[config.mk]
export PLATFORM = sky130hd
export DESIGN_NAME = key_step_ctrl
export DESIGN_NICKNAME = d
export VERILOG_FILES = /design/src/rtl/key_pkg.sv /design/src/rtl/debounce_cell.sv /design/src/rtl/key_step_ctrl.sv
export SDC_FILE = /design/constraint.sdc
export NUM_CORES = 1
export LEC_CHECK = 0
export BUFFER_PORTS_ARGS = -buffer_cell sky130_fd_sc_hd__buf_4
export CORE_MARGIN = 4
export CORE_UTILIZATION = 56
export CTS_CLUSTER_SIZE = 20
export DETAILED_ROUTE_END_ITERATION = 10
export GPL_ROUTABILITY_DRIVEN = 0
export PLACE_DENSITY = 0.76
export SLEW_MARGIN = 20
export SYNTH_ARGS = -nofsm -noshare
export SYNTH_HDL_FRONTEND = slang
export SYNTH_HIERARCHICAL = 1
export SYNTH_SLANG_ARGS = --single-unit
[constraint.sdc]
create_clock -name clk -period 1.56 [get_ports clk]
set_input_delay 0.312 -clock clk [delete_from_list [all_inputs] [get_ports clk]]
set_output_delay 0.312 -clock clk [all_outputs]
set_load 0.005 [all_outputs]
[src/rtl/key_pkg.sv]
// Shared types and helpers for the key front-end: step FSM states, key indices, counter sizing.
// Used by key_step_ctrl and debounce_cell.
package key_pkg;

  typedef enum logic [1:0] {
    IDLE   = 2'd0,
    FIRE   = 2'd1,
    HELD   = 2'd2,
    REPEAT = 2'd3
  } step_state_t;

  localparam int KEY_ADDSUB = 0;
  localparam int KEY_SEL    = 1;
  localparam int KEY_CLR    = 2;
  localparam int KEY_STEP   = 3;

  // Width of a counter that must hold 0 .. max_count-1.
  function automatic int cnt_width(input int max_count);
    return (max_count < 2) ? 1 : $clog2(max_count);
  endfunction

endpackage

[src/rtl/debounce_cell.sv]
// One raw active-low key: 2-flop synchroniser, stability counter, debounced level and
// a one-cycle strobe on each accepted press.
module debounce_cell
  import key_pkg::*;
#(
  parameter int DEBOUNCE_CYCLES = 500000
) (
  input  logic clk,
  input  logic rst,
  input  logic raw_n,
  output logic stable,
  output logic press
);

  localparam int             CW       = cnt_width(DEBOUNCE_CYCLES);
  localparam logic [CW-1:0]  CNT_LAST = CW'(DEBOUNCE_CYCLES - 1);

  logic          r_sync1;
  logic          r_sync2;
  logic          r_stable;
  logic          r_press;
  logic [CW-1:0] r_cnt;

  // The flip happens on the DEBOUNCE_CYCLES-th consecutive disagreeing cycle.
  always_ff @(posedge clk or posedge rst) begin
    if (rst) begin
      r_sync1  <= 1'b1;
      r_sync2  <= 1'b1;
      r_stable <= 1'b1;
      r_press  <= 1'b0;
      r_cnt    <= '0;
    end else begin
      r_sync1 <= raw_n;
      r_sync2 <= r_sync1;
      r_press <= 1'b0;
      if (r_sync2 == r_stable) begin
        r_cnt <= '0;
      end else if (r_cnt == CNT_LAST) begin
        r_cnt    <= '0;
        r_stable <= r_sync2;
        r_press  <= ~r_sync2;
      end else begin
        r_cnt <= r_cnt + 1'b1;
      end
    end
  end

  assign stable = r_stable;
  assign press  = r_press;

endmodule

[src/rtl/key_step_ctrl.sv]
// Key front-end for the add/sub accumulator: debounced step/clear strobes, coherent
// AddSub/Sel snapshots and a step counter. Optional auto-repeat via KEY_STEP_AUTO_REPEAT_EN.
module key_step_ctrl
  import key_pkg::*;
#(
  parameter int DEBOUNCE_CYCLES = 500000,
  parameter int REPEAT_DELAY    = 25000000,
  parameter int REPEAT_PERIOD   = 5000000
) (
  input  logic       clk,
  input  logic       rst,
  input  logic [3:0] key_n,
  output logic       step,
  output logic       add_sub,
  output logic       sel,
  output logic       clr,
  output logic [7:0] step_cnt
);

  logic [3:0]  w_stable;
  logic [3:0]  w_press;
  step_state_t r_state;
  step_state_t w_state_next;
  logic        w_step_evt;
  logic        r_step;
  logic        r_clr;
  logic        r_add_sub;
  logic        r_sel;
  logic [7:0]  r_step_cnt;

  generate
    for (genvar gi = 0; gi < 4; gi++) begin : g_key
      debounce_cell #(.DEBOUNCE_CYCLES(DEBOUNCE_CYCLES)) u_cell (
        .clk    (clk),
        .rst    (rst),
        .raw_n  (key_n[gi]),
        .stable (w_stable[gi]),
        .press  (w_press[gi])
      );
    end
  endgenerate

  // Level keys only matter as levels, Clear only as an edge.
  logic w_unused_keys;
  assign w_unused_keys = &{1'b0, w_press[KEY_SEL], w_press[KEY_ADDSUB], w_stable[KEY_CLR]};

`ifdef KEY_STEP_AUTO_REPEAT_EN
  localparam int            TMAX        = (REPEAT_DELAY > REPEAT_PERIOD) ? REPEAT_DELAY : REPEAT_PERIOD;
  localparam int            TW          = cnt_width(TMAX);
  localparam logic [TW-1:0] DELAY_LAST  = TW'(REPEAT_DELAY - 1);
  localparam logic [TW-1:0] PERIOD_LAST = TW'(REPEAT_PERIOD - 1);
  logic [TW-1:0] r_timer;
  logic [TW-1:0] w_timer_next;
`else
  localparam int unused_repeat_cfg = REPEAT_DELAY + REPEAT_PERIOD;
`endif

  always_comb begin
    w_state_next = r_state;
    w_step_evt   = 1'b0;
`ifdef KEY_STEP_AUTO_REPEAT_EN
    w_timer_next = '0;
`endif
    unique case (r_state)
      IDLE: begin
        if (w_press[KEY_STEP]) begin
          w_state_next = FIRE;
          w_step_evt   = 1'b1;
        end
      end
      FIRE: w_state_next = HELD;
      HELD: begin
        if (w_stable[KEY_STEP]) begin
          w_state_next = IDLE;
`ifdef KEY_STEP_AUTO_REPEAT_EN
        end else if (r_timer == DELAY_LAST) begin
          w_state_next = REPEAT;
          w_step_evt   = 1'b1;
        end else begin
          w_timer_next = r_timer + 1'b1;
`endif
        end
      end
`ifdef KEY_STEP_AUTO_REPEAT_EN
      REPEAT: begin
        if (w_stable[KEY_STEP]) begin
          w_state_next = IDLE;
        end else if (r_timer == PERIOD_LAST) begin
          w_step_evt = 1'b1;
        end else begin
          w_timer_next = r_timer + 1'b1;
        end
      end
`endif
      default: w_state_next = IDLE;
    endcase
  end

`ifdef KEY_STEP_AUTO_REPEAT_EN
  always_ff @(posedge clk or posedge rst) begin
    if (rst) r_timer <= '0;
    else     r_timer <= w_timer_next;
  end
`endif

  // A simultaneous Clear press wins: the step is swallowed but the FSM still consumes it.
  always_ff @(posedge clk or posedge rst) begin
    if (rst) begin
      r_state    <= IDLE;
      r_step     <= 1'b0;
      r_clr      <= 1'b0;
      r_add_sub  <= 1'b0;
      r_sel      <= 1'b0;
      r_step_cnt <= '0;
    end else begin
      r_state <= w_state_next;
      r_step  <= w_step_evt & ~w_press[KEY_CLR];
      r_clr   <= w_press[KEY_CLR];
      if (w_step_evt && !w_press[KEY_CLR]) begin
        r_add_sub <= ~w_stable[KEY_ADDSUB];
        r_sel     <= ~w_stable[KEY_SEL];
      end
      if (r_clr)       r_step_cnt <= '0;
      else if (r_step) r_step_cnt <= r_step_cnt + 1'b1;
    end
  end

  assign step     = r_step;
  assign clr      = r_clr;
  assign add_sub  = r_add_sub;
  assign sel      = r_sel;
  assign step_cnt = r_step_cnt;

endmodule
==> out/qor.yml <==
drv_cap: 0
port_buffers: 17
finalSetupViolations: 21
place_area_um2: 5973
finalNetCount: 592
sw_frac_of_total_pct: 22.16
drive_above_1_share_pct: 34.81
internal_power_mw: 3.755
synth_cells: 477
crit_fanout: 2
drt_iter0_markers: 162
hold_violations: 0
worst_slew_pin_slew_ns: 0.5412
power.density_nw_per_um2: 742.6
drc: 0
final_common_cell: "buf_4"
violations: "negative setup slack"
die_h_um: 103.9
core_area_um2: 8848
cp-end-kind: "flip-flop"
reg2reg_from: "g_key[2].u_cell/r_cnt[14]"
cp_data_required_time_ns: 1.85
critPathTopFamily: "simple AND/OR/NAND/NOR gates"
vias: 3880
fillers: 606
fin_crit_sh_pct: 105.0
crit_chain: "nor4bb_1 -> buf_4 -> nand4b_1 -> nor2_2 -> mux2_4"
rsz0062_at_grt: "true"
max_freq_ghz: 0.6105
avgRoutedWirePerCell_um: 15.24
cts_tree: "built"
die_w_um: 103.9
grt_pass1_vias: 3980
r2r_cells: 5
yosysWarnings: 6
clockPowerShare_pct: 37.2
criticalPathCategory: "flip-flop to flip-flop"
cts.path.max_buffers: 2
grt_pass1_wl_mm: 18.11
dp_hpwl_mm: 7.469
cp.depth: 5
final_cell_mix: "buf_4 (90), dfrtp_1 (88), nor2_1 (70)"
pre_cts_ws_ns: -0.05301
min_from: "key_n[2]"
syn_area_per_cell_um2: 10.79
start_util_pct: 58.17
max_stage_delay_ns: 0.39
clk_latency_ns: 0.36
numCtsBuffers: 9
timing.rr.end: "g_key[2].u_cell/stable"
finalWirelength_mm: 10.58
slew_headroom_pct: 63.88
htreeDepth: 3
antenna_found_initial: 0
setup.worst_path.end: "g_key[2].u_cell/stable"
fin_skew_ns: 0.01398
antenna_left: 0
rows: 34
multi_input_area_um2: 2638
syn2layout_area_growth_pct: 26.20
timing.final.ws_setup_ns: -0.07792
comb_power_share_pct: 5.3
cts.sinks: 104
period_minus_slack_ns: 1.638
slowest_stage: "dfrtp_1"
critPathLaunchType: "flip-flop"
total_leakage_power_nw: 2.738
hold_slack_ns: 0.04644
synth_fp_nets: 488
via_per_inst: 5.591
p_seq_share_pct: 57.5
cp.arrival_ns: 1.93
p_switching_mw: 1.069
n_antenna_cell: 0
path_buf_inv: 1
clk_pin_slew_ns: 0.10
drtPass1Iterations: 4
io_pins: 18
register_area_um2: 2623
min_path_type: "input pin to flip-flop"
startpoint: "g_key[2].u_cell/r_cnt[14]"
status: "complete, but fails checks"
drv_slew: 0
synth_area_um2: 5147
die-area_um2: 10790
r2r_slack_ns: -0.08
grt.total_usage_pct: 20.11
ir_drop_mv: 0.5217
grt_max_degree: 24
design_area_um2: 6496
clockRootBuffer: "clkbuf_8"
grt_overflow: 0
==> worst reg2reg max path, stage by stage, from the launching register on <==
cell      delay [ns]
dfrtp_1         0.39
nor4bb_1        0.29
buf_4           0.17
nand4b_1        0.20
nor2_2          0.22
mux2_4          0.31
==> layer usage <==
metal | global-route usage, % | vias up | part of all wire (%)
met1 | 25.13 | 1921 | 44
met3 | 4.469 | 13 | 3.5
met5 | 0 | - | 0
met2 | 34.87 | 71 | 52
met4 | 6.173 | 0 | 0.94
li1 | - | 1875 | -
==> area by class of cell <==
class	count	area share, %
clock inverters	5	1.252
inverters	22	1.271
flip-flops and latches	104	40.37
multi-input cells	345	40.60
clock buffers	11	2.022
repair buffers	99	12.40
well taps	108	2.080
==> timing repair <==
action                                  CTS  global route
hold buffers                              1             0
buffers inserted                          3             9
endpoints found under the setup margin   20            74
hold endpoints to repair                  8             0
resized for setup                        17            32
pin swaps                                15            15
gates cloned                              1             0
==> worst min-delay path by stage <==
stage / to / slack [ns] / depth (start not counted)
6_report: g_key[2].u_cell/r_sync1 / 0.05 / 1
5_1_grt: g_key[3].u_cell/r_sync1 / 0.02 / 1
4_1_cts: g_key[2].u_cell/r_sync1 / 0.03 / 1
3_5_place_dp: g_key[2].u_cell/r_sync2 / 0.35 / 0
3_3_place_gp: g_key[2].u_cell/r_sync2 / 0.35 / 0
2_1_floorplan: add_sub / 0.20 / 1
==> flip-flops by register name, indices dropped and copies added (netlist names) <==
register              count
g_key.u_cell/press        2
step_cnt                  8
clr                       1
sel                       1
g_key.u_cell/stable       4
g_key.u_cell/r_cnt       76
step                      1
g_key.u_cell/r_sync2      4
g_key.u_cell/r_sync1      4
add_sub                   1
r_state                   2
==> through the flow <==
stage / util, % / power [mW] / instances / TNS (ns)
after global placement: 67.51 / 3.054 / 664 / -0.006577
after detailed placement: 67.51 / 3.064 / 664 / -0.1085
after floorplan: - / 2.956 / 477 / -0.8531
final: 73.42 / 4.824 / 694 / -0.8722
after CTS: 71.08 / 4.870 / 685 / -0.6423
after global routing: 73.42 / 5.032 / 694 / -4.677
==> power by group through the flow <==
stage	Clock, mW	Combinational, mW	Sequential, mW
5_1_grt	1.96	0.289	2.78
6_report	1.79	0.254	2.78
3_5_place_dp	0	0.242	2.82
3_3_place_gp	0	0.234	2.82
4_1_cts	1.84	0.255	2.77
2_1_floorplan	0	0.127	2.83
(Power assumes the default switching activity.)
